### config.mk
export PLATFORM = sky130hd
export DESIGN_NAME = param_memory
export DESIGN_NICKNAME = d
export VERILOG_FILES = /design/src/rtl/param_memory.sv
export SDC_FILE = /design/constraint.sdc
export NUM_CORES = 1
export LEC_CHECK = 0
export BUFFER_PORTS_ARGS = -buffer_cell sky130_fd_sc_hd__buf_2
export CAP_MARGIN = 40
export CORE_MARGIN = 10
export CORE_UTILIZATION = 63
export CTS_CLUSTER_SIZE = 25
export DETAILED_ROUTE_END_ITERATION = 8
export GPL_TIMING_DRIVEN = 0
export PLACE_DENSITY_LB_ADDON = 0.1
export SLEW_MARGIN = 15
export SYNTH_ARGS = -nofsm -noshare
export SYNTH_HDL_FRONTEND = slang
export SYNTH_SLANG_ARGS = --single-unit
### constraint.sdc
create_clock -name clk -period 4.3 [get_ports clk]
set_input_delay 0.43 -clock clk [delete_from_list [all_inputs] [get_ports clk]]
set_output_delay 0.43 -clock clk [all_outputs]
set_load 0.05 [all_outputs]
### src/rtl/param_memory.sv
// param_memory: single-port-write / single-port-read word memory with a
// power-up zeroing sweep.  After reset the FSM walks every word writing zero
// (busy=1), then services independent read and write requests.  Read data is
// registered (one-cycle latency) and qualified by rvalid.
// Optional feature: define PARAM_MEMORY_BYPASS_EN to forward write data to a
// same-cycle, same-address read; otherwise such a read returns the old word.
module param_memory #(
    parameter int WIDTH  = 8,
    parameter int DEPTH  = 128,
    parameter int ADDR_W = 7
) (
    input  logic              clk,
    input  logic              rst_n,
    input  logic              ren,
    input  logic [ADDR_W-1:0] raddr,
    input  logic              wen,
    input  logic [ADDR_W-1:0] waddr,
    input  logic [WIDTH-1:0]  din,
    output logic [WIDTH-1:0]  dout,
    output logic              rvalid,
    output logic              busy
);

    typedef enum logic {
        INIT  = 1'b0,
        READY = 1'b1
    } state_e;

    // One extra bit so DEPTH == 2**ADDR_W is representable in the compare.
    localparam logic [ADDR_W:0]   DEPTH_EXT = (ADDR_W + 1)'(DEPTH);
    localparam logic [ADDR_W-1:0] LAST_ADDR = ADDR_W'(DEPTH - 1);

`ifdef PARAM_MEMORY_BYPASS_EN
    localparam bit BYPASS = 1'b1;
`else
    localparam bit BYPASS = 1'b0;
`endif

    logic [WIDTH-1:0]  mem_q [DEPTH];

    state_e            state_q, state_d;
    logic [ADDR_W-1:0] init_ptr_q, init_ptr_d;
    logic [WIDTH-1:0]  dout_q, dout_d;
    logic              rvalid_q, rvalid_d;

    logic              mem_we;
    logic [ADDR_W-1:0] mem_waddr;
    logic [WIDTH-1:0]  mem_wdata;
    logic              raddr_ok;
    logic              waddr_ok;

    assign raddr_ok = ({1'b0, raddr} < DEPTH_EXT);
    assign waddr_ok = ({1'b0, waddr} < DEPTH_EXT);

    // Next-state, sweep pointer, read result and memory write port selection.
    always_comb begin
        // NOTE: every signal gets a default before the case so no path leaves
        // one unassigned, which would otherwise infer a latch.
        state_d    = state_q;
        init_ptr_d = init_ptr_q;
        dout_d     = '0;
        rvalid_d   = 1'b0;
        mem_we     = 1'b0;
        mem_waddr  = waddr;
        mem_wdata  = din;

        case (state_q)
            INIT: begin
                mem_we    = 1'b1;
                mem_waddr = init_ptr_q;
                mem_wdata = '0;
                if (init_ptr_q == LAST_ADDR) begin
                    state_d    = READY;
                    init_ptr_d = '0;
                end else begin
                    init_ptr_d = init_ptr_q + 1'b1;
                end
            end
            READY: begin
                mem_we   = wen && waddr_ok;
                rvalid_d = ren;
                if (ren && raddr_ok) begin
                    if (BYPASS && wen && (waddr == raddr)) begin
                        dout_d = din;
                    end else begin
                        dout_d = mem_q[raddr];
                    end
                end
            end
            default: state_d = INIT;
        endcase
    end

    // Control and output registers with synchronous active-low reset.
    always_ff @(posedge clk) begin
        // NOTE: non-blocking assignments so every flop samples pre-edge values.
        if (!rst_n) begin
            state_q    <= INIT;
            init_ptr_q <= '0;
            dout_q     <= '0;
            rvalid_q   <= 1'b0;
        end else begin
            state_q    <= state_d;
            init_ptr_q <= init_ptr_d;
            dout_q     <= dout_d;
            rvalid_q   <= rvalid_d;
        end
    end

    // Storage array: written by the sweep or by accepted writes, never in reset.
    always_ff @(posedge clk) begin
        // NOTE: the array has no reset term so it maps onto RAM; the INIT sweep
        // is what clears it.
        if (rst_n && mem_we) begin
            mem_q[mem_waddr] <= mem_wdata;
        end
    end

    assign dout   = dout_q;
    assign rvalid = rvalid_q;
    assign busy   = (state_q == INIT);

endmodule

==> flow_summary_export.csv <==
group,metric,value,unit
global_routing,grt_pass1_vias,21530,
synth,ys_seq_elements,1041,
finish,final_common_cell,"edfxtp_1",
route,drcViolationCount,0,
finish,multiInputGateArea,0.008934,mm^2
floorplanning,die_w,274.1,um
floorplanning,start_util,63.32,%
finish,seq_area,0.03109,mm^2
route,ant_nets,0,
finish,nets,2250,
worst_setup_path,cp-start-kind,"flip-flop",
worst_setup_path,critPathArrivalTime,3790,ps
floorplanning,die_area,0.07513,mm^2
finish,final_core_utilization,71.59,%
route,wl_per_cell,32.92,um
synth,synth_fp_nets,2047,
timing,drv_slew,0,
synth,yosysSeqAreaShare,76.44,%
worst_setup_path,cp-end-kind,"flip-flop",
power_and_ir_drop,powerDensity,450.9,mW/mm^2
power_and_ir_drop,p_sw_share,20.43,%
min_path,holdCritPathClass,"input pin to flip-flop",
run_status,status,"finished clean",
clocking,cts.sinks,1041,
power_and_ir_drop,power_frac_comb,4.1,%
clocking,clk_path_buf_depth,3,
clocking,hold_buffers,0,
synth,yosysTopAreaCellShare,75.60,%
clocking,cts_tree,"done",
worst_setup_path,crit_type,"flip-flop to flip-flop",
synth,synthCells,2020,
worst_setup_path,path_common_cell,"buf_2",
synth,synth_top_area_cell,"edfxtp_1",
global_routing,grt_max_degree,81,
synth,synth.area.top_cells,"edfxtp_1 (76%), mux4_2 (11%), mux2i_1 (3.9%), a22oi_1 (1.6%), nor2_1 (1.3%)",
timing,report.final.setup_viol,0,
timing,setup_slack,805.9,ps
job,max_cap_violations,0,
route,drtPass1Iterations,7,
synth,yosysUniqueCellTypes,56,
placement,post-dp-hpwl,71110,um
route,routed_wl,104000,um
floorplanning,coreArea,0.06423,mm^2
synth,syn_area_per_cell,20.14,um^2
timing,fin_crit_sh,81.26,%
clocking,cts_resized,0,
power_and_ir_drop,ir_worst_vdd,0.3613,mV
worst_setup_path,critPathBufInv,5,
power_and_ir_drop,p_clk_share,42.9,%
route,drt_iter0_markers,3323,
timing,achievable-frequency,286.2,MHz
timing,period_minus_slack,3494,ps
global_routing,grt_usage,28.24,%
placement,dpl_cell_area,0.04244,mm^2
route,viasPerCell,6.811,
worst_setup_path,slowest_delay,650,ps
placement,place_ws,748.4,ps
power_and_ir_drop,power.leakage,15.72,nW
worst_setup_path,crit_fanout,10,
placement,io_buffers,29,
worst_setup_path,crit_path_cell_trace,"buf_2, buf_2, nand2_1, o32ai_1, buf_2, nand3_1, clkbuf_1, buf_8, nor2_1",
synth,yosys_warnings,0,
finish,finish.instance_area,0.04599,mm^2
finish,fillers,3841,
power_and_ir_drop,p_int,0.01650,W
global_routing,grt_pass1_wl,150700,um
worst_setup_path,crit_family,"buffers and inverters",
clocking,cts_buffers,103,
worst_setup_path,critPathSlowestCell,"nor2_1",
route,num_vias,21510,
floorplanning,die_h,274.1,um
finish,drive_gt1_share,23.20,%
synth,ys.flop_type,"edfxtp_1",
clocking,clkSlewWorstSetupHoldPaths,60,ps
timing,skew,34.44,ps
synth,async_flop_share,0,%
clocking,postCtsSetupBuffers,0,
global_routing,grt-ovfl-total,0,
timing,slew_headroom,37.06,%
floorplanning,num_io_pins,36,
power_and_ir_drop,seqPwrFrac,53.0,%
timing,tightest_slew,940.6,ps
clocking,clkLatencyLatePin,680,ps
finish,area_growth_syn_to_layout,13.06,%
timing,hold_violations,0,
placement,gp_congestion,0.9479,
timing,grt_setup_unrepaired,"false",
finish,layout_common_cells,"edfxtp_1 (1,024), mux4_2 (200), mux2i_1 (159)",
global_routing,antenna_found_initial,3,
worst_setup_path,crit_required,4590,ps
floorplanning,std_cell_rows,93,
synth,syn-cell-area,0.04067,mm^2
clocking,cts-htree-levels,3,
clocking,root_buffer,"clkbuf_16",
power_and_ir_drop,switching_power,0.004236,W
synth,synth_edf_count,1024,
[per-layer routing]
metal | routed length, um | GRT usage [%] | vias up
li1 | - | - | 8742
met1 | 37830 | 38.38 | 11090
met2 | 49170 | 44.01 | 1414
met3 | 11940 | 6.647 | 261
met4 | 4992 | 11.90 | 4
met5 | 40 | 0 | -
[state kept, by name (all words and copies together) (netlist names)]
register and cells:
rvalid 1, mem_q 1024, state_q 1, dout 8, init_ptr_q 7
[worst paths after layout]
| check | start | endpoint | slack [ps] | depth (start not counted) |
|---|---|---|---|---|
| setup reg to reg | state_q | mem_q[39][5] | 810 | 9 |
| hold reg to reg | init_ptr_q[3] | init_ptr_q[3] | 630 | 2 |
| setup / recovery | state_q | mem_q[39][5] | 810 | 9 |
| hold / removal | rst_n | init_ptr_q[3] | 290 | 4 |
[worst reg2reg max path, stage by stage, from the launching register on]
cell	delay, ps
dfxtp_1	310
buf_2	180
buf_2	240
nand2_1	100
o32ai_1	280
buf_2	310
nand3_1	420
clkbuf_1	380
buf_8	250
nor2_1	660
[stage by stage]
stage	hold slack, ps	std cells	setup TNS [ps]	power [W]
after floorplan	519.9	2020	0	0.01173
after global placement	564.9	2904	-978840	0.01201
after detailed placement	601.6	2945	0	0.01204
after CTS	253.4	3129	0	0.02077
after global routing	327.8	3157	0	0.02125
final	287.1	3158	0	0.02074
[synthesized netlist by cell type, types with 4 or more instances]
cell      count
edfxtp_1   1024
mux4_2      200
mux2i_1     159
nor2_1      142
a22oi_1      87
nand3_1      55
buf_2        43
nand2_1      41
clkbuf_1     31
a21oi_1      30
buf_4        19
dfxtp_1      17
o21ai_0      17
buf_6        14
nor2b_1      14
and2_1       12
a31oi_1       9
o21ai_1       9
inv_1         8
nor3_1        7
a211oi_1      6
a41oi_1       6
o221ai_1      6
o22ai_1       6
o32ai_1       6
nand2b_1      5
a221oi_2      4
[kinds of logic after synthesis]
family          Yosys count  synth area share, %
compound gates          201                3.479
xor+xnor                  3              0.06461
fa+ha+maj                 1              0.03076
buf+inv                 119                1.664
flops                  1041                76.44
mux                     361                15.04
simple gates            294                3.282
[power groups by stage]
stage          registers [W]  logic [W]  clock network, W
3_5_place_dp          0.0112   0.000828                 0
6_report              0.0110   0.000846           0.00889
3_3_place_gp          0.0112   0.000805                 0
5_1_grt               0.0110   0.000875           0.00939
2_1_floorplan         0.0112   0.000521                 0
4_1_cts               0.0110   0.000832           0.00894
[area by class of cell]
| type | count | area share [%] |
|---|---|---|
| Timing Repair Buffer | 98 | 1.959 |
| Clock buffer | 140 | 6.155 |
| Buffer | 110 | 1.399 |
| Sequential cell | 1041 | 67.61 |
| Inverter | 9 | 0.07346 |
| Clock inverter | 44 | 1.048 |
| Multi-Input combinational cell | 860 | 19.43 |
| Tap cell | 855 | 2.326 |
| Antenna cell | 1 | 0.005442 |
(Power assumes the default switching activity.)
